===== config.mk =====
export PLATFORM = sky130hd
export DESIGN_NAME = sub_pipe_nbit_flat
export DESIGN_NICKNAME = d
export VERILOG_FILES = /design/src/rtl/sub_pipe_nbit_if.sv /design/src/rtl/sub_pipe_nbit.sv /design/src/flat_wrapper.sv
export SDC_FILE = /design/constraint.sdc
export NUM_CORES = 2
export LEC_CHECK = 0
export CAP_MARGIN = 5
export CELL_PAD_IN_SITES_DETAIL_PLACEMENT = 0
export CELL_PAD_IN_SITES_GLOBAL_PLACEMENT = 2
export CORE_MARGIN = 1.5
export CORE_UTILIZATION = 33
export DETAILED_ROUTE_END_ITERATION = 8
export PLACE_DENSITY = 0.83
export SETUP_SLACK_MARGIN = 0.2
export SYNTH_ARGS = -nofsm -noshare
export SYNTH_HDL_FRONTEND = slang
export SYNTH_SLANG_ARGS = --single-unit
export TNS_END_PERCENT = 50

===== constraint.sdc =====
create_clock -name clk -period 5.73 [get_ports clk]
set_input_delay 0.573 -clock clk [delete_from_list [all_inputs] [get_ports clk]]
set_output_delay 0.573 -clock clk [all_outputs]
set_load 0.02 [all_outputs]

===== src/rtl/sub_pipe_nbit_if.sv =====
`default_nettype none
// ============================================================================
//  Module   : sub_pipe_nbit_if
//  Brief    : Valid/ready operand and result bundle for the pipelined add/sub unit.
//  Revision : 1.0
// ============================================================================
interface sub_pipe_nbit_if #(
    parameter int WIDTH = 256
);
    logic             in_valid;
    logic             in_ready;
    logic             mode;
    logic [WIDTH-1:0] din1;
    logic [WIDTH-1:0] din2;
    logic             bin;
    logic             out_valid;
    logic             out_ready;
    logic [WIDTH-1:0] dout;
    logic             bout;
    logic             ovf;

    modport master (
        output in_valid, mode, din1, din2, bin, out_ready,
        input  in_ready, out_valid, dout, bout, ovf
    );

    modport slave (
        input  in_valid, mode, din1, din2, bin, out_ready,
        output in_ready, out_valid, dout, bout, ovf
    );
endinterface
`default_nettype wire


===== src/rtl/sub_pipe_nbit.sv =====
`default_nettype none
// ============================================================================
//  Module   : sub_pipe_nbit
//  Brief    : Segmented, pipelined WIDTH-bit add/subtract, one segment per stage.
//  Revision : 1.0
// ============================================================================
module sub_pipe_nbit #(
    parameter int WIDTH     = 256,
    parameter int SEG_WIDTH = 64
) (
    input  wire logic         clk,
    input  wire logic         rst,
    sub_pipe_nbit_if.slave    bus
);
    localparam int NUM_SEG = WIDTH / SEG_WIDTH;

    if ((WIDTH % SEG_WIDTH) != 0 || NUM_SEG < 1) begin : g_bad_width
        $error("sub_pipe_nbit: WIDTH must be a nonzero multiple of SEG_WIDTH");
    end

    logic w_advance;
    logic w_out_valid;

    assign w_advance    = ~w_out_valid | bus.out_ready;
    assign bus.in_ready = rst | w_advance;

    for (genvar k = 0; k < NUM_SEG; k++) begin : g_stage
        logic                 w_vld;
        logic                 w_mode;
        logic                 w_cin;
        logic [WIDTH-1:0]     w_a;
        logic [WIDTH-1:0]     w_b;
        logic [WIDTH-1:0]     w_res;
        logic [SEG_WIDTH-1:0] w_bx;
        logic                 w_ci;
        logic [SEG_WIDTH:0]   w_sum;
        logic                 w_cout;
        logic                 w_ovf;
        logic [WIDTH-1:0]     w_res_nx;

        logic                 r_vld;
        logic                 r_mode;
        logic                 r_c;
        logic                 r_ovf;
        logic [WIDTH-1:0]     r_a;
        logic [WIDTH-1:0]     r_b;
        logic [WIDTH-1:0]     r_res;

        if (k == 0) begin : g_head
            assign w_vld  = bus.in_valid;
            assign w_mode = bus.mode;
            assign w_cin  = bus.bin;
            assign w_a    = bus.din1;
            assign w_b    = bus.din2;
            assign w_res  = '0;
        end else begin : g_body
            assign w_vld  = g_stage[k-1].r_vld;
            assign w_mode = g_stage[k-1].r_mode;
            assign w_cin  = g_stage[k-1].r_c;
            assign w_a    = g_stage[k-1].r_a;
            assign w_b    = g_stage[k-1].r_b;
            assign w_res  = g_stage[k-1].r_res;
        end

        // Subtract runs as A + ~B + ~borrow, so the same adder serves both modes
        // and the carry out is the inverse of the borrow out.
        assign w_bx   = w_mode ? w_b[k*SEG_WIDTH +: SEG_WIDTH] : ~w_b[k*SEG_WIDTH +: SEG_WIDTH];
        assign w_ci   = w_mode ? w_cin : ~w_cin;
        assign w_sum  = {1'b0, w_a[k*SEG_WIDTH +: SEG_WIDTH]} + {1'b0, w_bx}
                      + {{SEG_WIDTH{1'b0}}, w_ci};
        assign w_cout = w_mode ? w_sum[SEG_WIDTH] : ~w_sum[SEG_WIDTH];

        // Only meaningful in the MSB stage, where w_bx holds the sign of B or ~B.
        assign w_ovf  = (w_a[WIDTH-1] == w_bx[SEG_WIDTH-1]) &
                        (w_sum[SEG_WIDTH-1] != w_a[WIDTH-1]);

        always_comb begin
            w_res_nx = w_res;
            w_res_nx[k*SEG_WIDTH +: SEG_WIDTH] = w_sum[SEG_WIDTH-1:0];
        end

        always_ff @(posedge clk) begin
            if (rst) begin
                r_vld  <= 1'b0;
                r_mode <= 1'b0;
                r_c    <= 1'b0;
                r_ovf  <= 1'b0;
                r_a    <= '0;
                r_b    <= '0;
                r_res  <= '0;
            end else if (w_advance) begin
                r_vld  <= w_vld;
                r_mode <= w_mode;
                r_c    <= w_cout;
                r_ovf  <= w_ovf;
                r_a    <= w_a;
                r_b    <= w_b;
                r_res  <= w_res_nx;
            end
        end
    end

    assign w_out_valid   = g_stage[NUM_SEG-1].r_vld;
    assign bus.out_valid = w_out_valid;
    assign bus.dout      = g_stage[NUM_SEG-1].r_res;
    assign bus.bout      = g_stage[NUM_SEG-1].r_c;
    assign bus.ovf       = g_stage[NUM_SEG-1].r_ovf;
endmodule
`default_nettype wire


===== src/flat_wrapper.sv =====
// flat-port wrapper written by rule: the top's interface ports become plain ports
module sub_pipe_nbit_flat 
#(
    parameter int WIDTH     = 256,
    parameter int SEG_WIDTH = 64
)
  (clk, rst, bus_in_valid, bus_mode, bus_din1, bus_din2, bus_bin, bus_out_ready, bus_in_ready, bus_out_valid, bus_dout, bus_bout, bus_ovf);
  sub_pipe_nbit_if #(.WIDTH(WIDTH)) bus_i ();
  input  wire logic clk;
  input  wire logic rst;
  input wire logic [$bits(bus_i.in_valid)-1:0] bus_in_valid;
  input wire logic [$bits(bus_i.mode)-1:0] bus_mode;
  input wire logic [$bits(bus_i.din1)-1:0] bus_din1;
  input wire logic [$bits(bus_i.din2)-1:0] bus_din2;
  input wire logic [$bits(bus_i.bin)-1:0] bus_bin;
  input wire logic [$bits(bus_i.out_ready)-1:0] bus_out_ready;
  output wire logic [$bits(bus_i.in_ready)-1:0] bus_in_ready;
  output wire logic [$bits(bus_i.out_valid)-1:0] bus_out_valid;
  output wire logic [$bits(bus_i.dout)-1:0] bus_dout;
  output wire logic [$bits(bus_i.bout)-1:0] bus_bout;
  output wire logic [$bits(bus_i.ovf)-1:0] bus_ovf;
  assign bus_i.in_valid = bus_in_valid;
  assign bus_i.mode = bus_mode;
  assign bus_i.din1 = bus_din1;
  assign bus_i.din2 = bus_din2;
  assign bus_i.bin = bus_bin;
  assign bus_i.out_ready = bus_out_ready;
  assign bus_in_ready = bus_i.in_ready;
  assign bus_out_valid = bus_i.out_valid;
  assign bus_dout = bus_i.dout;
  assign bus_bout = bus_i.bout;
  assign bus_ovf = bus_i.ovf;
  sub_pipe_nbit #(.WIDTH(WIDTH), .SEG_WIDTH(SEG_WIDTH)) u_core (.clk(clk), .rst(rst), .bus(bus_i));
endmodule

Word level (Yosys, flattened, before mapping)
Cells that the tools add are included.
- $add $sub $neg: 8
- equality and inequality tests: 2
- muxes and demuxes: 12
- bitwise logic cells: 16
- operators by type and width (cell ; number):
    $add A64 B64 Y65 ; 4
    $add A65 B1 Y65 ; 4
    $mux W64 ; 4
    $not A64 Y64 ; 4
    $not A1 Y1 ; 9
    $mux W1 ; 8
    $or A1 B1 Y1 ; 2
    $and A1 B1 Y1 ; 1
    $eq A1 B1 Y1 ; 1
    $ne A1 B1 Y1 ; 1
- register bits: 2188
- input bits: 518
- output and inout bits: 260
- logic and storage cells: 60

Depth between registers and ports, before layout
- word-level depth: 6
- gate-level depth with buffers: 17
- mapped depth without buffers: 14

Least setup slack after synthesis
OpenSTA, ideal clock, no wires.
- path kind: input port to flip-flop
- from: in bus_mode
- to: reg u_core.g_stage[0].r_res[62]
- library setup time: 0.062 ns
- arrival: 4.453 ns
- data required time: 5.668 ns
- slack: 1.215 ns
- stages on the path: 17
- path buffers: 4
- cell sequence: clkbuf_1 buf_1 buf_1 xnor2_1 ha_1 buf_2 nand4_1 or3_1 a211o_1 o32ai_1 a211oi_1 a211oi_1 nor3_1 o31ai_2 nand4_1 or4_1 nand3_1
- cells in the longest elaborated chain, start to end: 3
- elaborated cells between the ends (all ways): 4
- those cells by class: add/sub: 2; mux: 2
- ends and longest elaborated chain (element ; line ; text):
    start, declared ; flat_wrapper.sv:12 ; input wire logic [$bits(bus_i.mode)-1:0] bus_mode;
    $mux W64 ; sub_pipe_nbit.sv:67 ; assign w_bx = w_mode ? w_b[k*SEG_WIDTH +: SEG_WIDTH] : ~w_b[k*SEG_WIDTH +: SEG_WIDTH];
    $add A64 B64 Y65 ; sub_pipe_nbit.sv:69 ; assign w_sum = {1'b0, w_a[k*SEG_WIDTH +: SEG_WIDTH]} + {1'b0, w_bx}
    $add A65 B1 Y65 (*) ; sub_pipe_nbit.sv:70 ; + {{SEG_WIDTH{1'b0}}, w_ci};
    end signal, assigned ; sub_pipe_nbit.sv:98 ; r_res <= w_res_nx;
    end, declared ; sub_pipe_nbit.sv:47 ; logic [WIDTH-1:0] r_res;
Every way passes the cells marked *; elsewhere a longest branch is shown, timed or not.
A chain may end at the register's enable or synchronous reset.

Worst setup path in the final report
- from: reg u_core.g_stage[2].r_c
- to: reg u_core.g_stage[3].r_res[252], in the netlist u_core.bus.dout[252]
- cells in the longest elaborated chain, start to end: 3
- ends and longest elaborated chain (element ; line ; text):
    start, declared ; sub_pipe_nbit.sv:43 ; logic r_c;
    start signal, assigned ; sub_pipe_nbit.sv:94 ; r_c <= w_cout;
    $not A1 Y1 ; sub_pipe_nbit.sv:68 ; assign w_ci = w_mode ? w_cin : ~w_cin;
    $mux W1 (*) ; sub_pipe_nbit.sv:68 ;
    $add A65 B1 Y65 (*) ; sub_pipe_nbit.sv:70 ;
    end signal, assigned ; sub_pipe_nbit.sv:98 ;
    end, declared ; sub_pipe_nbit.sv:47 ;
Marks and branches as above.

==> run metrics <==
Residual DRC 0; worst setup path class reg2reg; worst skew pair latency 0.83 ns; largest family of logic cells by synthesized area simple AND/OR/NAND/NOR gates; crit-path max FO 4; LEAKAGE 31.17 nW; power share of the clock group 38.9%; DP Cell Count 11330; area grow syn2layout 23.10%; top routing layer used met5; WL/cell 18.46 um; register share of total power 41.4%; P_int 19.32 mW; Nets 9652; post-synthesis mux area share 0.01541%; Slew Viols, Final 0; final setup violation count 0; max cap viols 0; vias per inst 4.946; Die Span X 446.6 um; GRT Util Overall 20.76%; clock sink total 1420; post-detail-place hpwl 153.2 mm; Core ar. 0.1952 mm2; First-pass DRT Iterations 5; Die Footprint 0.1995 mm2; Hold Buf Count CTS 0; worst setup path startpoint u_core.g_stage[2].r_c; die height 446.6 um; ys flop type dfxtp_1; crit path cell chain xnor2_1 -> fa_1 -> fa_1 -> a211oi_1 -> nor2_1 -> o311ai_0 -> nand3_1 -> o311a_1 -> o21ai_1 -> o21ai_0 -> a211oi_1 -> o21ai_0 -> xnor2_1 -> o21ai_0; Fill cells 20320; HP Class in2reg; Post-Synth XOR/XNOR Area 6.661%; Distinct cells, synth 79; most common cell after layout, fill and taps aside nand2_1; syn_nets 9262; met2 WL 102.8 mm; hold_sp rst; htree depth 4; Period minus WS final 4.867 ns; # rows 162; largest net degree at the start of global routing 231; launching element type of the critical path register; RSZ-0062 raised after global routing false; Power Density 342.6 mW/mm2; Max Freq 0.2055 GHz; slew margin rel. 9.115%; GRT Residual Overflow 0; Final Hold Viols 0; Synth Area in Adders 5.101%; CTS tree yes; CP bufs+invs 0; Post-Syn Area 0.06495 mm2; post-route clock period utilization 84.94%; # port buffers 777; cts bufs inserted 163; CP Capture Type register; Crit path largest cell delay 0.52 ns; post_cts resized 0; Fin Clk Skew 0.03416 ns; Post-synth ARST share 0%; Worst IR Drop VDD 271.2 uV; leading cell types in the layout, fill and taps excluded nand2_1, a21oi_1, dfxtp_1; Post-synth EDFFs 0; CP top delay family compound AO/OA/AOI/OAI gates; TNS Setup 0 ns; Finished Layout Cells 11640; Setup Buffers After CTS 0; complex-gate fraction of the synthesized area 20.22%; via count 57550; met1 wire length 95.80 mm; I/O pins 778; GPL Wtd Cong 0.8816; Synth Area in Simple Gates 20.34%; status complete, no violations; ratio of cells with drive above 1 in the final layout 4.020%; clk buf depth 3; yosys warns 0; critical path's slowest cell o311ai_0; critical path's most frequent cell o21ai_0; Crit path required time 6.41 ns; Initial Util 33.28%; Yosys reg bits 1420; initial drt markers 3693; worst path arrival time 5.54 ns; Worst-Margin Slew 1.363 ns; Post-DRT Antenna Nets 0; register area share after synthesis 43.77%; Psw 8.067 mW; Synth Instances 8484; worst r2r src u_core.g_stage[2].r_c; vias in the first global route 55970; Avg Inst Size Synth 7.656 um2; sw frac 29.45%; initial antenna violation count 10; first-pass GRT wire length 327.9 mm; wire length on met3 8.392 mm; WL final 214.8 mm; Root Driver clkbuf_16; logic gate share of total power 19.7%; Clock transition at path regs 0.06 ns
==> worst paths after layout <==
path	slack, ns	endpoint	depth (start not counted)
worst min register to register	0.44	u_core.g_stage[2].r_res[20]	2
worst min-delay path	0.22	u_core.g_stage[2].r_res[140]	2
worst max-delay path	0.86	u_core.bus.dout[252]	14
worst max register to register	0.86	u_core.bus.dout[252]	14
==> sequential cells by signal, indices dropped and copies added, names as in the netlist <==
name                   flops
u_core.g_stage.r_b       384
u_core.g_stage.r_c         3
u_core.g_stage.r_mode      3
u_core.g_stage.r_vld       3
u_core.bus.out_valid       1
u_core.g_stage.r_a       384
u_core.bus.bout            1
u_core.bus.dout          256
u_core.g_stage.r_res     384
u_core.bus.ovf             1
==> routing by layer <==
| layer | global-route usage (%) | vias up |
|---|---|---|
| li1 | - | 29260 |
| met1 | 26.56 | 26890 |
| met2 | 35.08 | 1082 |
| met3 | 2.955 | 296 |
| met4 | 8.104 | 12 |
| met5 | 0 | - |
==> per-stage QoR <==
stage / util [%] / total power, mW / hold slack, ns / area (um2) / setup WS (ns)
3_5_place_dp: 38.13 / 16.94 / 0.4421 / 74430 / 0.6981
3_3_place_gp: 38.13 / 16.93 / 0.4359 / 74430 / 0.7153
5_1_grt: 40.96 / 28.73 / 0.2067 / 79950 / 0.6096
6_report: 40.96 / 27.39 / 0.2204 / 79960 / 0.8627
2_1_floorplan: - / 14.78 / 0.4249 / 64950 / 1.215
4_1_cts: 40.96 / 27.75 / 0.1759 / 79940 / 0.9789
==> synthesized netlist by cell type, types with 6 or more instances <==
cell          n  area, um2
a21o_1      155       1164
nand4_1      81      506.7
buf_2         6      30.03
inv_1        60      225.2
a22o_1       16      140.1
nand2_1    2775      10420
a31o_2        7      61.31
nand2b_1     19      118.9
nand3_1      65      325.3
xnor2_1     387       3390
nor4_1       12      75.07
a221oi_1      6      52.55
o21ai_0     218       1091
o22ai_1       9      56.30
o31a_1        7      61.31
a41oi_1       7      61.31
clkbuf_1    571       2143
nand3b_1      7      52.55
buf_1        34      127.6
o21a_1       34      255.2
o31ai_1      24      180.2
nor2b_1      27      168.9
a21oi_1    1582       7918
ha_1        252       3153
or3_1        14      87.58
o21bai_1     52      390.4
dfxtp_1    1420      28430
and3_1       25      156.4
o211ai_1     18      135.1
a31oi_1      19      118.9
nor3_1       40      200.2
fa_1          8      160.2
nor2_1      203      762.0
xor2_1      107      937.2
a211oi_1     66      495.5
o221ai_1      6      52.55
a211o_1      11      96.34
a21boi_0      8      60.06
or2_2         7      43.79
a2111oi_0     7      61.31
o21ai_1      11      55.05
and2_1       19      118.9
==> area by class of cell <==
class,instances,area [um2],area share [%]
diodes,5,12.51,0.01565
multi-input cells,6393,34040,42.57
clock buffers,240,4771,5.967
flip-flops and latches,1420,28440,35.57
well taps,2624,3283,4.106
inverters,60,225.2,0.2817
repair buffers,836,8448,10.57
clock inverters,57,742.0,0.9280
==> power groups by stage <==
stage / clock (mW) / combinational (mW) / sequential [mW]
detailed placement: 0 / 5.39 / 11.6
finish: 10.7 / 5.39 / 11.3
CTS: 11.0 / 5.43 / 11.3
global placement: 0 / 5.39 / 11.5
floorplan: 0 / 3.24 / 11.5
global route: 11.4 / 5.94 / 11.4
==> cell families (layout without fill, tap and decap cells) <==
group | Yosys count | count (layout)
AO/OA/AOI/OAI | 2324 | 2324
XOR/XNOR | 494 | 494
adder cells (fa/ha/maj) | 260 | 260
buffers and inverters | 671 | 1193
flip-flops | 1420 | 1420
multiplexers | 1 | 1
other | 0 | 5
AND/OR/NAND/NOR | 3314 | 3314
Note: power is estimated with default switching activity, not from simulation.
